## config.mk

```make
export PLATFORM = sky130hd
export DESIGN_NAME = correlator_pkt_reader
export DESIGN_NICKNAME = d
export VERILOG_FILES = /design/src/rtl/correlator_pkt_reader.sv
export SDC_FILE = /design/constraint.sdc
export NUM_CORES = 1
export LEC_CHECK = 0
export BUFFER_PORTS_ARGS = -buffer_cell sky130_fd_sc_hd__buf_2
export CAP_MARGIN = 15
export CORE_MARGIN = 4
export CORE_UTILIZATION = 57
export DETAILED_ROUTE_END_ITERATION = 10
export GPL_TIMING_DRIVEN = 0
export PLACE_DENSITY = 0.81
export SYNTH_ARGS = -nofsm -noshare
export SYNTH_HDL_FRONTEND = slang
export SYNTH_SLANG_ARGS = --single-unit
```

## constraint.sdc

```tcl
create_clock -name i_clk -period 4.4 [get_ports i_clk]
set_input_delay 0.88 -clock i_clk [delete_from_list [all_inputs] [get_ports i_clk]]
set_output_delay 0.88 -clock i_clk [all_outputs]
set_load 0.05 [all_outputs]
```

## src/rtl/correlator_pkt_reader.sv

```systemverilog
// Reassembles the 5-byte correlator packet stream into a parallel record with
// valid/ready output, window-continuity tracking and stalled-packet timeout.
module correlator_pkt_reader #(
    parameter int TIMEOUT_EXP = 8
) (
    input  logic       i_clk,
    input  logic       i_rst,
    input  logic       i_cg,
    input  logic       i_flush,
    input  logic [7:0] i_data,
    input  logic       i_valid,
    output logic       o_ready,
    output logic [7:0] o_winNum,
    output logic [7:0] o_countX,
    output logic [7:0] o_countY,
    output logic [7:0] o_countIsect,
    output logic [7:0] o_countSymdiff,
    output logic [7:0] o_gap,
    output logic       o_valid,
    input  logic       i_ready,
    output logic [15:0] o_nDropped,
    output logic [7:0] o_nTimeouts
);

    localparam logic [TIMEOUT_EXP-1:0] IDLE_MAX = '1;

    logic [2:0]             idx;
    logic [3:0][7:0]        shadow;
    logic [TIMEOUT_EXP-1:0] idle;
    logic                   seen;
    logic [7:0]             expected;

    logic        accept;
    logic        timeout;
    logic        last;
    logic [7:0]  gap_c;
    logic [16:0] drop_sum;

    // Only byte 4 can be held off, and only by a full, unaccepted output slot.
    assign o_ready  = i_cg && !i_flush && (idx != 3'd4 || !o_valid || i_ready);
    assign accept   = i_valid && o_ready;
    assign timeout  = i_cg && (idx != 3'd0) && (idle == IDLE_MAX);
    // A byte arriving with the timeout restarts the packet, so it is never byte 4.
    assign last     = accept && (idx == 3'd4) && !timeout;
    assign gap_c    = seen ? (shadow[0] - expected) : 8'd0;
    assign drop_sum = {1'b0, o_nDropped} + {9'd0, gap_c};

    always_ff @(posedge i_clk) begin
        if (i_rst) begin
            idx            <= 3'd0;
            shadow         <= '0;
            idle           <= '0;
            seen           <= 1'b0;
            expected       <= 8'd0;
            o_winNum       <= 8'd0;
            o_countX       <= 8'd0;
            o_countY       <= 8'd0;
            o_countIsect   <= 8'd0;
            o_countSymdiff <= 8'd0;
            o_gap          <= 8'd0;
            o_valid        <= 1'b0;
            o_nDropped     <= 16'd0;
            o_nTimeouts    <= 8'd0;
        end else if (i_cg) begin
            if (i_flush) begin
                idx     <= 3'd0;
                idle    <= '0;
                o_valid <= 1'b0;
                seen    <= 1'b0;
            end else begin
                if (timeout) begin
                    idle <= '0;
                    if (o_nTimeouts != 8'hFF)
                        o_nTimeouts <= o_nTimeouts + 8'd1;
                    if (accept) begin
                        shadow[0] <= i_data;
                        idx       <= 3'd1;
                    end else begin
                        idx <= 3'd0;
                    end
                end else if (accept) begin
                    idle <= '0;
                    if (idx == 3'd4) begin
                        idx <= 3'd0;
                    end else begin
                        shadow[idx[1:0]] <= i_data;
                        idx              <= idx + 3'd1;
                    end
                end else if (idx != 3'd0) begin
                    idle <= idle + 1'b1;
                end

                if (last) begin
                    o_winNum       <= shadow[0];
                    o_countX       <= shadow[1];
                    o_countY       <= shadow[2];
                    o_countIsect   <= shadow[3];
                    o_countSymdiff <= i_data;
                    o_gap          <= gap_c;
                    o_valid        <= 1'b1;
                    expected       <= shadow[0] + 8'd1;
                    seen           <= 1'b1;
                    o_nDropped     <= drop_sum[16] ? 16'hFFFF : drop_sum[15:0];
                end else if (o_valid && i_ready) begin
                    o_valid <= 1'b0;
                end
            end
        end
    end

endmodule

```

## Word level (Yosys, flattened, before mapping)

Index checks and enable logic that the tools add are counted.

- Register bits after elaboration: 125
- Output and inout bits: 74
- Word-level logic and storage cells: 83

- Add/subtract/negate cells: 6
- $lt $le $gt $ge: 2
- Equality and inequality tests: 5
- Multiplexer cells: 23
- Bitwise operators: 3
- Reduce and logical (&&, ||, !) cells: 27

Operators by type and width:

| operator | number |
|---|---|
| 2-to-1 mux 8 bit | 10 |
| bitwise mux 32 bit | 1 |
| adder 8 x 1 -> 8 bit, second input constant | 3 |
| adder 16 x 8 -> 17 bit | 1 |
| demux 8 bit (select 2 bit) | 1 |
| 2-to-1 mux 16 bit | 1 |
| 2-to-1 mux 3 bit | 4 |
| logical AND 1 bit | 9 |
| nonzero test 3 bit | 3 |
| == test 8 bit, second input constant | 1 |
| inequality test 8 bit, second input constant | 1 |
| AND reduction 2 bit | 4 |
| AND reduction 4 bit | 2 |
| subtractor 8 bit | 1 |
| 2-to-1 mux 1 bit | 6 |
| AND reduction 5 bit | 1 |
| nonzero test 4 bit | 1 |
| adder 3 x 1 -> 3 bit, second input constant | 1 |
| == test 3 bit, second input constant | 1 |
| zero test 1 bit | 3 |
| less-than comparator 2 x 3 -> 1 bit, second input constant | 1 |
| inequality test 3 bit, second input constant | 1 |
| inverter 1 bit | 3 |
| AND reduction 3 bit | 1 |
| 4 further kinds | 5 |

## Depth between registers and ports, before layout

- Depth in word-level cells: 9
- Mapped depth: 15

## Worst setup path before layout

OpenSTA, ideal clock, no wires.

- Kind: register -> register
- From: register shadow[0] (netlist name)
- To: register o_nDropped[9]
- Arrival: 2.940 ns
- Data required time: 4.280 ns
- Slack: 1.340 ns
- Stages on the path, launching flop included: 16
- Period minus slack after synthesis: 3.060 ns
- Cells stage by stage: dfxtp_1 inv_1 ha_1 inv_1 fa_1 a21oi_1 o211ai_1 a21oi_1 xor2_1 nor2_1 ha_1 o211a_1 o2111ai_1 a21oi_1 a21oi_1 a211o_1

- Word-level cells in the longest chain between the ends: 4

RTL lines:

| what | RTL line | RTL |
|---|---|---|
| start: declaration | 28 | `logic [3:0][7:0] shadow;` |
| start signal: indexed assignment | 86 | `shadow[idx[1:0]] <= i_data;` |
| subtractor 8 bit | 45 | `assign gap_c = seen ? (shadow[0] - expected) : 8'd0;` |
| 2-to-1 mux 8 bit | 45 |  |
| via gap_c[6] | 36 | `logic [7:0] gap_c;` |
| adder 16 x 8 -> 17 bit | 46 | `assign drop_sum = {1'b0, o_nDropped} + {9'd0, gap_c};` |
| 2-to-1 mux 16 bit | 103 | `o_nDropped <= drop_sum[16] ? 16'hFFFF : drop_sum[15:0];` |
| end signal: assignment | 103 |  |
| end: declaration | 21 | `output logic [15:0] o_nDropped,` |

The timed path passes the listed nets, and every way through them passes these cells.
A chain may end at the register's enable or synchronous reset.

## Worst setup path after layout

- From: register shadow[0] (netlist name)
- To: register o_nDropped[3]

The elaborated chain is that of the path after synthesis.

==> results_dict.tcl <==
set metrics [dict create \
    postSynthCellCount 682 \
    post_drt_wl_per_cell_um 16.9 \
    antenna_cells 0 \
    fin_setup_tns_ns 0 \
    yosysSeqAreaShare 0.425 \
    hold_buffers 0 \
    maxSlewHeadroom 0.457 \
    rsz0062_at_grt "no" \
    period_share 0.841 \
    power.density_nw_per_um2 375 \
    period_needed_ns 3.70 \
    yosys_warnings 0 \
    syn_to_final_growth_pct 20.3 \
    nFillCells 767 \
    crit_fanout 6 \
    fin_skew_ns 0.00804 \
    status "finished clean" \
    dr.pass1.iters 5 \
    multiInputGateArea_um2 3130 \
    crit_arrival_ns 4.13 \
    path_class "register to register" \
    io_pins 88 \
    wl_mm 15.7 \
    grt_pass1_wl_mm 25.4 \
    ir_drop_v 0.000229 \
    ys_seq_elements 125 \
    register_area_um2 2500 \
    grt_pass1_vias 5312 \
    nets 824 \
    reg2reg_depth 15 \
    drv_slew 0 \
    setup_viol 0 \
    numCtsBuffers 17 \
    syn_area_um2 5890 \
    synth-edff-count 0 \
    reg2reg_slack_ns 0.70 \
    cp.required_ns 4.82 \
    drt_iter0_drc 357 \
    root_buffer "clkbuf_8" \
    dpl_worst_slack_ns 0.790 \
    highest_layer "met4" \
    grt_max_degree 17 \
    ant_nets 0 \
    rr_endpoint "o_nDropped[3]" \
    globalplace.congestion 0.878 \
    worst_setup_path_start_kind "register" \
    crit_path_max_incr_delay_ns 0.48 \
    clk_latency_ns 0.53 \
    wl_met3_mm 1.02 \
    worstMarginPinSlew_ns 0.808 \
    finish.utilization 0.716 \
    cap_viol_max_count 0 \
    design.die.area_um2 12000 \
    cpMaxStageDelayCell "a2111oi_4" \
    synth_top_family_by_area "simple AND/OR/NAND/NOR gates" \
    clock_sinks 125 \
    worst_slack_ns 0.698 \
    start_util 0.595 \
    std_cell_rows 36 \
    grt_overflow_total 0 \
    r2r-start "shadow[0]" \
    synth-adder-area-share 0.0535 \
    synth_compound_area_frac 0.189 \
    holdCritPathClass "register to register" \
    yosys.area_share.simple 0.209 \
    cp-startpoint "shadow[0]" \
    fin_total_pwr_mw 2.66 \
    path_cells "inv_1 > ha_1 > inv_1 > fa_1 > a21oi_1 > o211ai_1 > a21oi_1 > xor2_1 > nor2_1 > ha_1 > o211a_1 > nor2_1 > a2111oi_4 > nor2_2 > a211oi_1" \
    fin_hold_ws_ns 0.451 \
    dp.final_hpwl_mm 11.0 \
    die_height_um 110 \
    antenna_found_initial 0 \
    critPathCaptureType "register" \
    synth-main-ff-cell "dfxtp_1" \
    cts_resized 0 \
    routed-wl-met2_mm 7.64 \
    async_flop_share 0 \
    synthXorXnorAreaFrac 0.0357 \
    io_buffers 85 \
    drive_gt1_frac 0.196 \
    vias 5418 \
    syn_nets 720 \
    postCtsSetupRepairBufs 0 \
    wl_met1_mm 6.63 \
    max_freq_mhz 270 \
    crit_end "o_nDropped[3]" \
    p_leak_nw 3.04 \
    htree_levels 4 \
    die_w_um 110 \
    grt_usage 0.269 \
    final_common_cell "dfxtp_1" \
    cts_tree "done" \
    hold_viol_final 0 \
    synthMuxAreaShare 0.0442 \
    viasPerCell 5.81 \
    syn_avg_cell_area_um2 8.64 \
    core-area_um2 9910 \
    ys_types 67 \
    final_cell_mix "dfxtp_1, nand2_1, buf_2" \
    drc 0 \
    cts.clk_slew.worst_paths_ns 0.06 \
    cts_buffer_depth 2 \
]
-- sequential cells by signal, indices dropped and copies added, names as in the netlist --
register and count:
o_valid 1, o_countX 8, o_countY 8, idle 8, shadow 32, seen 1, o_gap 8, o_nDropped 16
expected 8, idx 3, o_countIsect 8, o_winNum 8, o_countSymdiff 8, o_nTimeouts 8
-- power by group --
group | switching (mW) | internal (mW)
Clock | 0.530 | 0.898
Sequential | 0.00593 | 1.14
Combinational | 0.0629 | 0.0268
-- metrics by stage --
step / cells / cell area, um2
floorplan: 682 / 5890
global placement: 900 / 6480
detailed placement: 900 / 6480
CTS: 932 / 7090
global route: 932 / 7090
finish: 932 / 7090
-- worst min-delay path by stage --
stage / from / end / slack, ns / depth (start not counted)
after CTS: o_countSymdiff[1] / o_countSymdiff[1] / 0.45 / 2
final: o_countX[0] / o_countX[0] / 0.45 / 2
after global placement: shadow[18] / o_countY[2] / 0.44 / 2
after floorplan: shadow[24] / o_countIsect[0] / 0.43 / 2
after detailed placement: o_countSymdiff[1] / o_countSymdiff[1] / 0.44 / 2
after global routing: shadow[30] / o_countIsect[6] / 0.47 / 2
-- cells in the mapped netlist, types with 15 or more instances --
library cell,count,share of area
a21oi_1,76,0.065
nand2_1,116,0.074
o21ai_0,22,0.019
inv_1,22,0.014
buf_2,15,0.013
ha_1,22,0.047
mux2i_1,26,0.044
nor2_1,61,0.039
dfxtp_1,125,0.42
clkbuf_1,17,0.011
nand3_1,21,0.018
-- cells by family after synthesis --
kind of cell	after synthesis
and+or+nand+nor	263
AOI/OAI and AO/OA	162
DFF	125
buffers and inverters	58
muxes	26
xor gates and xnor gates	24
adders and majority gates	24
-- metal layers --
metal / GRT usage / up-vias
li1: - / 2608
met1: 0.333 / 2550
met2: 0.451 / 216
met3: 0.0628 / 44
met4: 0.113 / 0
met5: 0 / -
-- cell type report --
type                    count  area share
repair buffers             85      0.0600
flip-flops and latches    125       0.353
plain buffers              36      0.0254
well taps                 133      0.0235
clock buffers              20      0.0628
multi-input cells         499       0.441
inverters                  22      0.0116
clock inverters            12      0.0226
-- critical path, delay by kind of cell (launching register included) --
kind | cells | cell delay (ns)
fa+ha+maj | 3 | 0.92
buf+inv | 2 | 0.15
flops | 1 | 0.36
xor+xnor | 1 | 0.23
compound gates | 6 | 1.57
simple gates | 3 | 0.34
Power figures use the tool's default switching activity.
